$ cat config.mk
export PLATFORM = sky130hd
export DESIGN_NAME = hazard_dep_cmp
export DESIGN_NICKNAME = d
export VERILOG_FILES = /design/src/rtl/hazard_pkg.sv /design/src/rtl/hazard_dep_cmp.sv
export SDC_FILE = /design/constraint.sdc
export NUM_CORES = 1
export LEC_CHECK = 0
export ABC_CLOCK_PERIOD_IN_PS = 2400
export CAP_MARGIN = 20
export CELL_PAD_IN_SITES_DETAIL_PLACEMENT = 1
export CELL_PAD_IN_SITES_GLOBAL_PLACEMENT = 1
export CORE_AREA = 2 2 39 41
export DETAILED_ROUTE_END_ITERATION = 10
export DIE_AREA = 0 0 41 43
export GPL_TIMING_DRIVEN = 0
export PLACE_DENSITY = 0.42
export SLEW_MARGIN = 10
export SYNTH_ARGS = -nofsm -noshare
export SYNTH_HDL_FRONTEND = slang
export SYNTH_SLANG_ARGS = --single-unit
$ cat constraint.sdc
create_clock -name vclk -period 2.4
set_input_delay 0.48 -clock vclk [all_inputs]
set_output_delay 0.48 -clock vclk [all_outputs]
set_load 0.03 [all_outputs]
$ cat src/rtl/hazard_pkg.sv
// Shared definitions for the pipeline hazard/stall controller.
// Holds the cause-state encoding, the x0 register index and the NOP
// encoding that flush/bubble consumers load into IF/ID and ID/EX.
package hazard_pkg;

    // Cause of the stall decision taken in the previous cycle.
    typedef enum logic [1:0] {
        STATE_RUN    = 2'd0,
        STATE_HAZ    = 2'd1,
        STATE_FREEZE = 2'd2
    } haz_state_t;

    // x0 is hard-wired zero and can never create a true dependency.
    localparam logic [4:0] REG_X0 = 5'd0;

    // Canonical RV32I NOP (addi x0, x0, 0) used when IF/ID or ID/EX is
    // flushed or bubbled.
    localparam logic [31:0] NOP_INSTR = 32'h0000_0013;

    // True when a source operand that is really read matches a producer
    // destination that is not x0.
    function automatic logic reg_dep(input logic       uses,
                                     input logic [4:0] rs,
                                     input logic [4:0] rd);
        return uses && (rs != REG_X0) && (rs == rd);
    endfunction

endpackage

$ cat src/rtl/hazard_dep_cmp.sv
// Single source-vs-destination dependency comparator.
// Asserts match when the ID instruction reads rs, rs is not x0, and rs
// equals the producer destination rd.
module hazard_dep_cmp
    import hazard_pkg::*;
(
    input  logic       uses,
    input  logic [4:0] rs,
    input  logic [4:0] rd,
    output logic       match
);

    // Purely combinational compare; zero latency into the stall logic.
    always_comb begin
        match = reg_dep(uses, rs, rd);
    end

endmodule

==> impl_results.md, run 1 <==
* Worst VDD drop at 0.0299 mV
* Layout cells sized above 1 at 9.09%
* Final hold vios at 0
* First-pass GRT wire length at approximately 500 µm
* Ant diodes at 0
* Synthesized Nets at 21
* Slew Limit Fails at 0
* Critical path data arrival time at roughly 1.7 ns
* Setup repair bufs after CTS at 0
* Worst hold slack at roughly 1.7 ns
* Pre-CTS WS at -0.249 ns
* Cell taking the most area after synthesis: xor2_1
* Min Clock Period, post-route at 2.19 ns
* Final setup fails at 0
* Overall Power at 29.6 µW
* Ports at 12
* Final Wtd Congestion at 0.601
* DR WL/cell at 8.45 µm
* Largest net degree at the start of global routing at 3
* Rel. slew slack at 84.1%
* Nets at 35
* Fmax at 0.456 GHz
* Overflow after GRT at 0
* Core ar. at 1380 µm²
* Die Ht at ~43 µm
* Die ar. at 1760 µm²
* Register area at 0 µm²
* Rows at 14
* Worst Path Required at 1.92 ns
* Critical path endpoint category: output port
* Core Util, Final at 15.3%
* MaxCap Viol Count at 0
* Synth warn at 0
* Hold wc startpoint: uses
* Gr usage total at 3.80%
* Mapped Avg Cell Area at 7.63 µm²
* Post-synth top area share at 34.4%
* Sequential fraction of the synthesis area at 0%
* Via count at about 130
* Post-DRT Antenna Nets at 0
* Fillers at 158
* Unrepaired setup endpoints after global routing: false
* Hold WC Path Type: in -> out
* CTS Hold Buffers Added at 0
* Clk pwr share at 0%
* Hold path depth at 3
* Setup TNS Final at 0 ns
* Drt initial violations at 0
* Die width at 41 µm
* Cells after Synth at 10
* Internal power at 20.7 µW
* Seq pwr share at 0%
* Crit path launch type: primary input
* Syn Std Cell Area at 76.3 µm²
* Synth area leaders: xor2_1 34%, nor4_2 16%, and4_1 11%
* Vias in the first global route at 139
* # DRC at 0
* Final WS setup at between 0.2 and 0.25 ns
* First drt pass iteration count at 1
* Vias per std cell at 3.39
* Hold Path End: match
* Pwr dens at around 140 nW/µm²
* Synth cell types at 8
* Most frequent cell after synthesis: xor2_1
* Clkbuf count at 0
* Area Growth Syn to Fin at 177%
* Crit path kind: in -> out
* Starting Density at 5.52%
* Crit Path Max Fanout at 2
* Gate power share at 100.0%
* Crit share post-route at between 90% and 100%
* Antenna violations before repair at 0
* Actual slew at the worst max-slew pin at 0.236 ns
* I/O Buffers at 12
* Final wirelength at 321 µm
* Number of sequential cells at 0
* Sw Pwr at slightly below 9 µW
* Lkg Pwr at 0.0730 nW
* Status: finished clean
* Sw Share at 30.0%
## logic make-up after synthesis
kind of cell              count (synthesis)  share of synthesized area [%]
AOI/OAI and AO/OA                         1                           6.55
xor gates and xnor gates                  4                           45.9
and+or+nand+nor                           5                           47.5
## how the worst max path moves through the flow
stage                from    end  slack [ns]  depth (start not counted)
global route        rs[0]  match        0.13                          5
detailed placement  rs[3]  match       -0.25                          5
global placement    rs[3]  match       -0.23                          5
CTS                 rs[0]  match        0.01                          5
finish              rs[0]  match        0.21                          5
floorplan           rd[3]  match        0.77                          3
## cell usage in the layout (no fill, tap or decap), drive strengths merged
| master | netlist | routed |
|---|---|---|
| nor4 | 1 | 1 |
| xor2 | 3 | 3 |
| clkbuf | 0 | 1 |
| clkdlybuf4s50 | 0 | 11 |
| nor3 | 1 | 1 |
| or2 | 1 | 1 |
| nand2 | 1 | 1 |
| o21ai | 1 | 1 |
| and4 | 1 | 1 |
| xnor2 | 1 | 1 |
## area by class of cell
| type | instances | area (µm²) | area share (%) |
|---|---|---|---|
| well taps | 16 | 20.0 | 9.47 |
| multi-input cells | 10 | 76.3 | 36.1 |
| repair buffers | 12 | 115 | 54.4 |
## routing by layer
layer	vias to the layer above	global-route usage, %	part of all wire [%]
met5	-	0	0
met4	0	0	0
met3	0	0.524	19
met2	12	7.50	41
met1	57	4.11	40
li1	60	-	-
## worst max-delay path, stage by stage
cell	delay, ns
clkdlybuf4s50_1	0.45
nor4_2	0.31
o21ai_1	0.11
and4_1	0.19
clkbuf_2	0.18
## power by group through the flow
stage | clock (mW) | combinational (mW) | sequential [mW]
final | 0 | 0.0296 | 0
after global routing | 0 | 0.0320 | 0
after CTS | 0 | 0.0301 | 0
after detailed placement | 0 | 0.0302 | 0
after global placement | 0 | 0.0299 | 0
after floorplan | 0 | 0.00771 | 0
## repair_timing
item | 4_1_cts | 5_1_grt
pin swaps | 0 | 1
gates resized for setup | 1 | 2
endpoints found under the setup margin | 1 | 1
## stage by stage
stage | std cells | instance area [µm²]
finish | 38 | 211
global route | 38 | 211
CTS | 38 | 215
detailed placement | 38 | 216
global placement | 38 | 216
floorplan | 10 | 76.3
(Power assumes the default switching activity.)
==> run 2: changes to the inputs <==
--- a/config.mk
+++ b/config.mk
@@ -9,9 +9,9 @@
 export CAP_MARGIN = 20
 export CELL_PAD_IN_SITES_DETAIL_PLACEMENT = 1
 export CELL_PAD_IN_SITES_GLOBAL_PLACEMENT = 1
-export CORE_AREA = 2 2 39 41
+export CORE_AREA = 4 4 41 43
 export DETAILED_ROUTE_END_ITERATION = 10
-export DIE_AREA = 0 0 41 43
+export DIE_AREA = 0 0 45 47
 export GPL_TIMING_DRIVEN = 0
 export PLACE_DENSITY = 0.42
 export SLEW_MARGIN = 10
==> impl_results.md, run 2 (same netlist as run 1, synthesis figures left out) <==
* Status: finished clean
* Core Util, Final at 16.2% (+0.87 points)
* DP Cell Count at 37 (-2.6%)
* M2 GR Usage at 5.65% (-1.9 points)
* PostCTS Resize Cnt at 1 (unchanged)
* Number of sequential cells at 0 (unchanged)
* Actual slew at the worst max-slew pin at 0.201 ns (-0.0354 ns)
* Rel. slew slack at 86.5% (+2.4 points)
* # DRC at 0 (unchanged)
* CTS Hold Buffers Added at 0 (unchanged)
* Final WS setup at 0.241 ns (+0.0332 ns)
* Critical path endpoint category: output port
* Hold WC Path Type: in -> out
* Die ar. at 2120 µm² (+20%)
* Register area at 0 µm² (unchanged)
* Post-route cell area at 210 µm² (-0.59%)
* Min Clock Period, post-route at 2.16 ns (-0.0332 ns)
* Unrepaired setup endpoints after global routing: false
* First-pass GRT wire length at 683 µm (+38%)
* Vias in the first global route at 156 (+12%)
* Worst Path Required at 1.92 ns (about the same)
* Overall Power at 29.6 µW (+0.20%)
* Gr usage total at 4.09% (+0.30 points)
* Setup repair bufs after CTS at 0 (unchanged)
* Worst VDD drop at 0.0294 mV (-1.7%)
* Antenna violations before repair at 0 (unchanged)
* Crit path kind: in -> out
* Largest net degree at the start of global routing at 3 (unchanged)
* Clkbuf count at 0 (unchanged)
* Non-Filler Instances at 37 (-2.6%)
* Pwr dens at 141 nW/µm² (+0.79%)
* MaxCap Viol Count at 0 (unchanged)
* Final wirelength at 333 µm (+3.7%)
* Final hold vios at 0 (unchanged)
* Setup TNS Final at 0 ns (unchanged)
* Drt initial violations at 0 (unchanged)
* Crit Path Max Fanout at 2 (unchanged)
* Via count at 118 (-8.5%)
* Final Wtd Congestion at 0.642 (+6.8%)
* Slew Limit Fails at 0 (unchanged)
* Nets at 35 (unchanged)
* Fmax at 0.463 GHz (+1.5%)
* Crit path launch type: primary input
* Core ar. at 1300 µm² (-6.0%)
* Final setup fails at 0 (unchanged)
* Met1 GRT Util at 6.29% (+2.2 points)
* Rows at 13 (-1)
* Post-DRT Antenna Nets at 0 (unchanged)
* First drt pass iteration count at 1 (unchanged)
* DR WL/cell at 9.00 µm (+6.5%)
* Worst hold slack at 1.68 ns (+0.00269 ns)
* Vias per std cell at 3.19 (-6.1%)
* Layout cells sized above 1 at 9.09% (unchanged)
* Busiest grt layer: met1
* Overflow after GRT at 0 (unchanged)
* Lkg Pwr at 0.0730 nW (unchanged)
* Die Ht at 47 µm (+9.3%)
* Starting Density at 5.87% (+0.35 points)
* Die width at 45 µm (+9.8%)
* Ports at 12 (unchanged)
* Most frequent cells in the layout: 11 x clkdlybuf4s50_1, 3 x xor2_1
* Crit share post-route at 90.0% (-1.4 points)
* Critical path data arrival time at 1.68 ns (-0.03 ns)
* I/O Buffers at 12 (unchanged)
* M3 GR Usage at 1.53% (+1.0 points)
* Ant diodes at 0 (unchanged)
* Commonest non-fill, non-tap cell in the layout: clkdlybuf4s50_1
* Pre-CTS WS at -0.238 ns (+0.0110 ns)
* Area Growth Syn to Fin at 175%
* Placed Area at 215 µm² (-0.58%)
## run 2: worst max-delay path: stages
cell and delay [ns]:
clkdlybuf4s50_1 0.46, xor2_1 0.16, nor3_1 0.16, and4_1 0.21, clkbuf_2 0.20
## run 2: path summary, 6_finish.rpt
check	endpoint	from	depth (start not counted)
worst min-delay path	match	uses	3
worst max-delay path	match	rs[3]	5
## run 2: power breakdown
part	leakage [nW]	internal, mW	switching [mW]
registers	0	0	0
logic	0.0730	0.0207	0.00891
clock network	0	0	0
## run 2: final cells by class
| type | instances | area (µm²) |
|---|---|---|
| Tap cell | 15 | 18.8 |
| Multi-Input combinational cell | 10 | 76.3 |
| Fill cell | 162 | 1090 |
| Timing Repair Buffer | 12 | 115 |
## run 2: metal layers
metal | vias to the layer above | share of wire [%]
li1 | 60 | -
met1 | 46 | 55
met2 | 12 | 29
met3 | 0 | 16
met4 | 0 | 0
met5 | - | 0
